### src/rtl/mem64_arbiter.sv
// Two-port round-robin arbiter in front of the single-port 64-bit data memory,
// with range checking and halt sequencing. Optional counters: MEM64_ARB_STATS_EN.
module mem64_arbiter #(
   parameter logic [63:0] ADDR_MASK = 64'hf8,
   parameter int          CNT_W     = 16
) (
   input  logic             clk,
   input  logic             reset,
   input  logic             req0,
   input  logic             req1,
   input  logic             we0,
   input  logic             we1,
   input  logic [63:0]      addr0,
   input  logic [63:0]      addr1,
   input  logic [63:0]      wdata0,
   input  logic [63:0]      wdata1,
   output logic             gnt0,
   output logic             gnt1,
   output logic             rvalid0,
   output logic             rvalid1,
   output logic [63:0]      rdata0,
   output logic [63:0]      rdata1,
   output logic             rerr0,
   output logic             rerr1,
   input  logic             halt_in,
   output logic             mem_we,
   output logic             mem_halt,
   output logic [63:0]      mem_addr,
   output logic [63:0]      mem_wdata,
   input  logic [63:0]      mem_rdata,
   output logic [CNT_W-1:0] stat_gnt0,
   output logic [CNT_W-1:0] stat_gnt1,
   output logic [CNT_W-1:0] stat_conflict
);

   localparam logic [1:0] IDLE   = 2'd0;
   localparam logic [1:0] ACCESS = 2'd1;
   localparam logic [1:0] HALTED = 2'd2;

   logic [1:0]  state_reg;
   logic        rr_reg;
   logic        halt_pend_reg;
   logic        id_reg;
   logic        we_reg;
   logic        oor_reg;
   logic [63:0] addr_reg;
   logic [63:0] wdata_reg;

   logic        both_req;
   logic        any_req;
   logic        win_next;
   logic        start;
   logic        in_access;
   logic [63:0] sel_addr;
   logic [63:0] sel_wdata;
   logic        sel_we;
   logic [1:0]  rvalid_reg;
   logic [1:0]  rerr_reg;
   logic [63:0] rdata_reg [2];

   assign both_req = req0 & req1;
   assign any_req  = req0 | req1;
   // With a single requester it wins outright; on conflict the rr pointer decides.
   assign win_next  = both_req ? rr_reg : req1;
   assign start     = (state_reg == IDLE) && !halt_pend_reg && any_req;
   assign in_access = (state_reg == ACCESS);
   assign sel_addr  = win_next ? addr1  : addr0;
   assign sel_wdata = win_next ? wdata1 : wdata0;
   assign sel_we    = win_next ? we1    : we0;

   always_ff @(posedge clk or posedge reset) begin
      if (reset) begin
         state_reg     <= IDLE;
         rr_reg        <= 1'b0;
         halt_pend_reg <= 1'b0;
         id_reg        <= 1'b0;
         we_reg        <= 1'b0;
         oor_reg       <= 1'b0;
         addr_reg      <= '0;
         wdata_reg     <= '0;
      end else begin
         halt_pend_reg <= halt_pend_reg | halt_in;
         case (state_reg)
            IDLE: begin
               if (halt_pend_reg) begin
                  state_reg <= HALTED;
               end else if (any_req) begin
                  id_reg    <= win_next;
                  we_reg    <= sel_we;
                  addr_reg  <= sel_addr;
                  wdata_reg <= sel_wdata;
                  oor_reg   <= |(sel_addr & ~ADDR_MASK);
                  state_reg <= ACCESS;
               end
            end
            ACCESS: begin
               rr_reg    <= ~id_reg;
               state_reg <= IDLE;
            end
            HALTED:  state_reg <= HALTED;
            default: state_reg <= IDLE;
         endcase
      end
   end

   // Per-port completion registers; rdata holds until that port's next completion.
   generate
      for (genvar gi = 0; gi < 2; gi++) begin : g_port
         logic done;
         assign done = in_access && (id_reg == 1'(gi));
         always_ff @(posedge clk or posedge reset) begin
            if (reset) begin
               rvalid_reg[gi] <= 1'b0;
               rerr_reg[gi]   <= 1'b0;
               rdata_reg[gi]  <= '0;
            end else begin
               rvalid_reg[gi] <= done;
               rerr_reg[gi]   <= done && oor_reg;
               if (done) begin
                  rdata_reg[gi] <= (!we_reg && !oor_reg) ? mem_rdata : 64'd0;
               end
            end
         end
      end
   endgenerate

   assign gnt0      = in_access && !id_reg;
   assign gnt1      = in_access && id_reg;
   assign rvalid0   = rvalid_reg[0];
   assign rvalid1   = rvalid_reg[1];
   assign rerr0     = rerr_reg[0];
   assign rerr1     = rerr_reg[1];
   assign rdata0    = rdata_reg[0];
   assign rdata1    = rdata_reg[1];
   assign mem_we    = in_access && we_reg && !oor_reg;
   assign mem_halt  = (state_reg == HALTED);
   assign mem_addr  = addr_reg;
   assign mem_wdata = wdata_reg;

`ifdef MEM64_ARB_STATS_EN
   logic [CNT_W-1:0] cnt_gnt0_reg;
   logic [CNT_W-1:0] cnt_gnt1_reg;
   logic [CNT_W-1:0] cnt_conflict_reg;

   always_ff @(posedge clk or posedge reset) begin
      if (reset) begin
         cnt_gnt0_reg     <= '0;
         cnt_gnt1_reg     <= '0;
         cnt_conflict_reg <= '0;
      end else begin
         if (gnt0) cnt_gnt0_reg <= cnt_gnt0_reg + 1'b1;
         if (gnt1) cnt_gnt1_reg <= cnt_gnt1_reg + 1'b1;
         if (start && both_req) cnt_conflict_reg <= cnt_conflict_reg + 1'b1;
      end
   end

   assign stat_gnt0     = cnt_gnt0_reg;
   assign stat_gnt1     = cnt_gnt1_reg;
   assign stat_conflict = cnt_conflict_reg;
`else
   assign stat_gnt0     = '0;
   assign stat_gnt1     = '0;
   assign stat_conflict = '0;
`endif

endmodule

### config.mk
export PLATFORM = sky130hd
export DESIGN_NAME = mem64_arbiter
export DESIGN_NICKNAME = d
export VERILOG_FILES = /design/src/rtl/mem64_arbiter.sv
export SDC_FILE = /design/constraint.sdc
export NUM_CORES = 1
export LEC_CHECK = 0
export ABC_AREA = 0
export BUFFER_PORTS_ARGS = -buffer_cell sky130_fd_sc_hd__buf_2
export CAP_MARGIN = 20
export CORE_AREA = 2 2 249 251
export CTS_BUF_LIST = sky130_fd_sc_hd__clkbuf_4
export DETAILED_ROUTE_END_ITERATION = 8
export DIE_AREA = 0 0 251 253
export HOLD_SLACK_MARGIN = 0.03
export SLEW_MARGIN = 40
export SYNTH_ARGS = -nofsm -noshare
export SYNTH_HDL_FRONTEND = slang
export SYNTH_SLANG_ARGS = --single-unit
### constraint.sdc
create_clock -name clk -period 11.9 [get_ports clk]
set_input_delay 1.19 -clock clk [delete_from_list [all_inputs] [get_ports clk]]
set_output_delay 1.19 -clock clk [all_outputs]
set_load 0.1 [all_outputs]
==> metrics.cfg, run 1 <==
[critical_path]
r2r_end = mem_addr[3]$_DFFE_PP0P_
start_kind = flop
r2r_setup_slack_ns = 9.54
crit_type = reg2out
cp_max_fo = 34
required_ns = 10.71
reg2reg_depth = 5
cp-end-kind = output pin
arrival_ns = 2.56
rr_startpoint = state_reg[0]$_DFFE_PP0P_

[timing]
holdWs_ns = 0.472
finalSetupViolations = 0
rsz0062_at_grt = false
skew_ns = 0.0400
report.final.hold_viol_count = 0
post-route-period-util_pct = 31.5
maxSlewHeadroom_pct = 48.7
finalCriticalPeriod_ns = 3.75
fin_setup_tns_ns = 0
maxSlewViolCount = 0
fmax_mhz = 267
worst_pin_slew_ns = 0.769
setup_slack_ns = 8.15

[grt]
grt_max_degree = 117
grt.total_usage_pct = 13.5
grt_pass1_wl_mm = 64.3
grt_overflow = 0
grt_pass1_vias = 10200
antenna_found_initial = 21

[pwr]
ir_worst_vdd_mv = 0.0807
powerDensity_nw_per_um2 = 159
power_leakage_nw = 8.63
power.total_mw = 2.55

[outcome]
outcome = finished, final reports clean

[detailed_routing]
postRouteAntennaNets = 0
routedWlPerCell_um = 16.9
dr_total_vias = 10600
vias_per_cell = 4.06
first_pass_iters = 5
dr.first_iter.drc_count = 442
drc = 0
wl_mm = 44.3

[synth]
yosysWarningCount = 0
synth_area_um2 = 11700
synth-seq-cells = 267
avgSynthCellArea_um2 = 9.95
synth_seq_area_share_pct = 57.3
ys_types = 29
syn_inst = 1172

[clocking]
clockBufferDepth = 3
hold_buffers = 0
cts-root-buf = clkbuf_4
clk_latency_ns = 0.76
cts_setup_buffers = 0
clock-sinks = 267
htree_levels = 3
cts_resized = 0
cts_tree = built
cts-buffers-inserted = 77
clk_pin_slew_ns = 0.06

[finish]
fill_cells = 6717
drive_gt1_share_pct = 40.0
fin_area_um2 = 16100
most-common-layout-cells = buf_2 (590), nand2_1 (322), dfrtp_1 (267)
fin_util_pct = 26.3
fin_cells = 2614
fin_nets = 2104
layout-area-overhead-vs-synth_pct = 37.8
final_common_cell = buf_2

[floorplan]
core_um2 = 61000
fp.dieArea_um2 = 63500
start_util_pct = 19.1
die_h_um = 253
ios = 639
die_w_um = 251
rows = 91

[job]
max_cap_viol_count = 0

[placement]
hpwl_mm = 34.0
gp_congestion = 0.863
io_buffer_count = 590
dp.cells = 2488
post-place-ws_ns = 8.30
placed_cell_area_um2 = 15200

[min_path]
min_from = rdata0[43]$_DFFE_PP0P_
hold_end = rdata0[43]$_DFFE_PP0P_
hp-class = reg2reg
min_path_cells = 2

-- metal layers --
metal / GRT usage (%) / vias up / wire [µm]
met1: 15.3 / 4843 / 17100
met3: 5.29 / 98 / 4260
met5: 0 / - / 53
met4: 7.87 / 8 / 1370
met2: 21.6 / 529 / 21400
li1: - / 5129 / -
-- cell usage after synthesis, drive strengths merged --
| cell type | n | share of area [%] |
|---|---|---|
| nand2 | 323 | 10 |
| dfrtp | 267 | 57 |
| o21ai | 261 | 11 |
| mux2i | 129 | 11 |
| buf | 91 | 5.7 |
| clkbuf | 35 | 1.1 |
| nor4 | 24 | 1.3 |
| nor2 | 10 | 0.34 |
| nor3 | 7 | 0.30 |
| inv | 6 | 0.19 |
| nand4 | 6 | 0.32 |
| a21o | 1 | 0.064 |
| a21oi | 1 | 0.043 |
| a32oi | 1 | 0.075 |
| and2b | 1 | 0.064 |
| and3 | 1 | 0.054 |
| and4 | 1 | 0.075 |
| conb | 1 | 0.032 |
| nand2b | 1 | 0.054 |
| nand3 | 1 | 0.043 |
| nand4b | 1 | 0.075 |
| nor2b | 1 | 0.054 |
| or2 | 1 | 0.054 |
| or4 | 1 | 0.064 |
-- where the power goes --
group          internal (mW)  total [mW]  switching (mW)
combinational          0.126       0.757           0.631
sequential             0.966       0.998          0.0317
clock                  0.401       0.797           0.397
-- critical path: stages (launching register included) --
cell and delay [ns]:
dfrtp_1 0.40, and2b_1 0.40, nand2b_4 0.29, inv_1 0.25
buf_2 0.46
-- area by class of cell --
| type | count | area [µm²] | area share [%] |
|---|---|---|---|
| clock inverter | 11 | 55.1 | 0.343 |
| multi-input combinational | 820 | 4390 | 27.3 |
| inverter | 6 | 30.0 | 0.187 |
| sequential | 267 | 6680 | 41.6 |
| tap | 790 | 988 | 6.15 |
| clock buffer | 105 | 788 | 4.91 |
| antenna | 10 | 25.0 | 0.156 |
| timing repair buffer | 605 | 3110 | 19.4 |
-- logic make-up (layout without fill, tap and decap cells) --
logic type	Yosys count	after routing	synth area share [%]
AND/OR/NAND/NOR	379	379	13.2
multiplexers	129	129	11.1
flip-flops	267	267	57.3
other	1	58	0.0322
buffers and inverters	132	727	6.99
AO/OA/AOI/OAI	264	264	11.4
-- how the worst max path moves through the flow --
stage | endpoint | from
CTS | gnt0 | state_reg[1]$_DFFE_PP0P_
global placement | oor_reg$_DFFE_PP0P_ | req0
floorplan | halt_pend_reg$_DFF_PP0_ | reset
detailed placement | mem_wdata[59]$_DFFE_PP0P_ | req1
finish | gnt0 | state_reg[1]$_DFFE_PP0P_
global route | gnt0 | state_reg[1]$_DFFE_PP0P_
(Power assumes the default switching activity.)
==> run 2: changes to the inputs <==
CORE_AREA = 2 2 252 254   (was 2 2 249 251)
DIE_AREA = 0 0 254 256   (was 0 0 251 253)
clock period = 3.7 ns   (was 11.9 ns; I/O delays follow)
==> run 2 against run 1 <==
Via count up 13%; utilization up 5.0 points; combinational power grew to 3.7 times the previous value; sequential power grew to 3.2 times the previous value; global-route usage rose by 0.88 points; total power grew to 3.4 times the previous value; non-clock buffer count up 335; clock-buffer cell count up 2.
==> metrics.cfg, run 2 (synthesized netlist as in run 1, its figures left out) <==
[grt]
antenna_found_initial = 16
grt.total_usage_pct = 14.4
grt_max_degree = 113
grt_overflow = 0
grt_pass1_vias = 12400
grt_pass1_wl_mm = 71.7

[finish]
most-common-layout-cells = buf_2 (590), dlygate4sd3_1 (329), nand2_1 (322)
layout-area-overhead-vs-synth_pct = 67.8
fin_area_um2 = 19600
fill_cells = 6478
drive_gt1_share_pct = 34.0
fin_nets = 2439
final_common_cell = buf_2
fin_cells = 3008

[timing]
post-route-period-util_pct = 78.8
maxSlewHeadroom_pct = 43.3
finalCriticalPeriod_ns = 2.92
maxSlewViolCount = 0
worst_pin_slew_ns = 0.851
skew_ns = 0.0658
finalSetupViolations = 0
fmax_mhz = 343
report.final.hold_viol_count = 0
rsz0062_at_grt = false

[clocking]
cts-buffers-inserted = 77
cts_tree = built
clock-sinks = 267
clk_latency_ns = 0.77
cts-root-buf = clkbuf_4
clockBufferDepth = 3
cts_resized = 0
clk_pin_slew_ns = 0.06
cts_setup_buffers = 0
htree_levels = 3

[job]
max_cap_viol_count = 0

[critical_path]
cp-end-kind = output pin
r2r_end = mem_wdata[32]$_DFFE_PP0P_
required_ns = 3.33
crit_chain = and2b_1, nand2b_4, inv_1, buf_2
max_stage_delay_ns = 0.46
arrival_ns = 2.55
crit_path_top_delay_cell = buf_2
cp_num_buf_inv = 2
cp_max_fo = 50
crit_type = reg2out
start_kind = flop
cp_top_family = buffers and inverters
reg2reg_depth = 6
r2r_setup_slack_ns = 1.11
rr_startpoint = rr_reg$_DFFE_PP0N_
cp_num_cells = 4

[floorplan]
rows = 92
die_w_um = 254
fp.dieArea_um2 = 65000
core_um2 = 62400
start_util_pct = 18.7
ios = 639
die_h_um = 256

[placement]
io_buffer_count = 590
gp_congestion = 0.842
placed_cell_area_um2 = 15300
dp.cells = 2550
hpwl_mm = 33.8

[min_path]
min_path_cells = 5
hold_end = oor_reg$_DFFE_PP0P_
min_from = addr0[32]
hp-class = in2reg

[detailed_routing]
top_layer = met4
postRouteAntennaNets = 0
routedWlPerCell_um = 16.0
first_pass_iters = 5
dr_wl_met3_mm = 4.08
dr_total_vias = 12000
route.met2.wl_mm = 23.8
dr.first_iter.drc_count = 654
drc = 0
vias_per_cell = 4.00
m1WireLength_mm = 18.8
wl_mm = 48.1

[pwr]
powerDensity_nw_per_um2 = 449
power_leakage_nw = 10.1
ir_worst_vdd_mv = 0.251

[outcome]
outcome = finished, final reports clean

## run 2: cell types whose count changed in the layout (fill, tap and decap cells not counted)
cell,change
buf_12,+6
buf_4,+10
buf_6,-8
buf_8,-2
bufinv_16,+2
clkbuf_4,+2
clkinv_1,+4
clkinv_4,-1
diode_2,-1
dlygate4sd3_1,+329
inv_2,-2
inv_8,-1
## run 2: how the worst max path moves through the flow
stage / start / endpoint / slack, ns
CTS: state_reg[1]$_DFFE_PP0P_ / gnt0 / 0.57
detailed placement: state_reg[0]$_DFFE_PP0P_ / rdata0[46]$_DFFE_PP0P_ / 1.52
finish: state_reg[1]$_DFFE_PP0P_ / gnt0 / 0.78
global route: state_reg[1]$_DFFE_PP0P_ / gnt1 / 0.51
global placement: state_reg[1]$_DFFE_PP0P_ / gnt0 / 1.56
floorplan: reset / halt_pend_reg$_DFF_PP0_ / -0.20
## run 2: cell type report
type	count	area [µm²]	share of cell area, %
Multi-Input combinational cell	820	4390	22.4
Antenna cell	9	22.5	0.115
Clock inverter	13	106	0.544
Clock buffer	107	803	4.11
Sequential cell	267	6680	34.2
Timing Repair Buffer	940	6480	33.1
Inverter	6	26.3	0.134
Tap cell	846	1060	5.41
## run 2: metal layers
layer  up-vias  GRT usage (%)
li1       5789              -
met1      5577           16.2
met2       545           25.1
met3       116           4.79
met4         0           5.28
met5         -              0
## run 2: worst reg2reg max path: cells and delay by family, from the launching register on
family	cells	cell delay (ns)
flops	1	0.41
compound gates	2	0.24
mux	1	0.30
buf+inv	3	1.47
## run 2: timing repair
item	in CTS	in global routing
setup endpoints to repair	0	0
endpoints found under the hold margin	527	0
hold buffers	329	0
## run 2: report_power, final
group / switching [mW] / leakage, nW / internal (mW)
registers: 0.107 / 3.01 / 3.11
clock network: 1.30 / 0.541 / 1.45
logic: 2.11 / 6.51 / 0.693
total: 3.52 / 10.1 / 5.25
## run 2: per-stage QoR
step | TNS [ns] | total power, mW | worst slack [ns] | util [%] | hold slack (ns)
after floorplan | -52.19 | 5.21 | -0.195 | - | 0.440
after global placement | 0 | 5.71 | 1.56 | 24.6 | 0.362
after detailed placement | 0 | 5.72 | 1.52 | 24.6 | 0.362
after CTS | 0 | 8.90 | 0.575 | 31.3 | 0.0305
after global routing | 0 | 9.20 | 0.508 | 31.3 | 0.156
final | 0 | 8.78 | 0.783 | 31.4 | 0.190
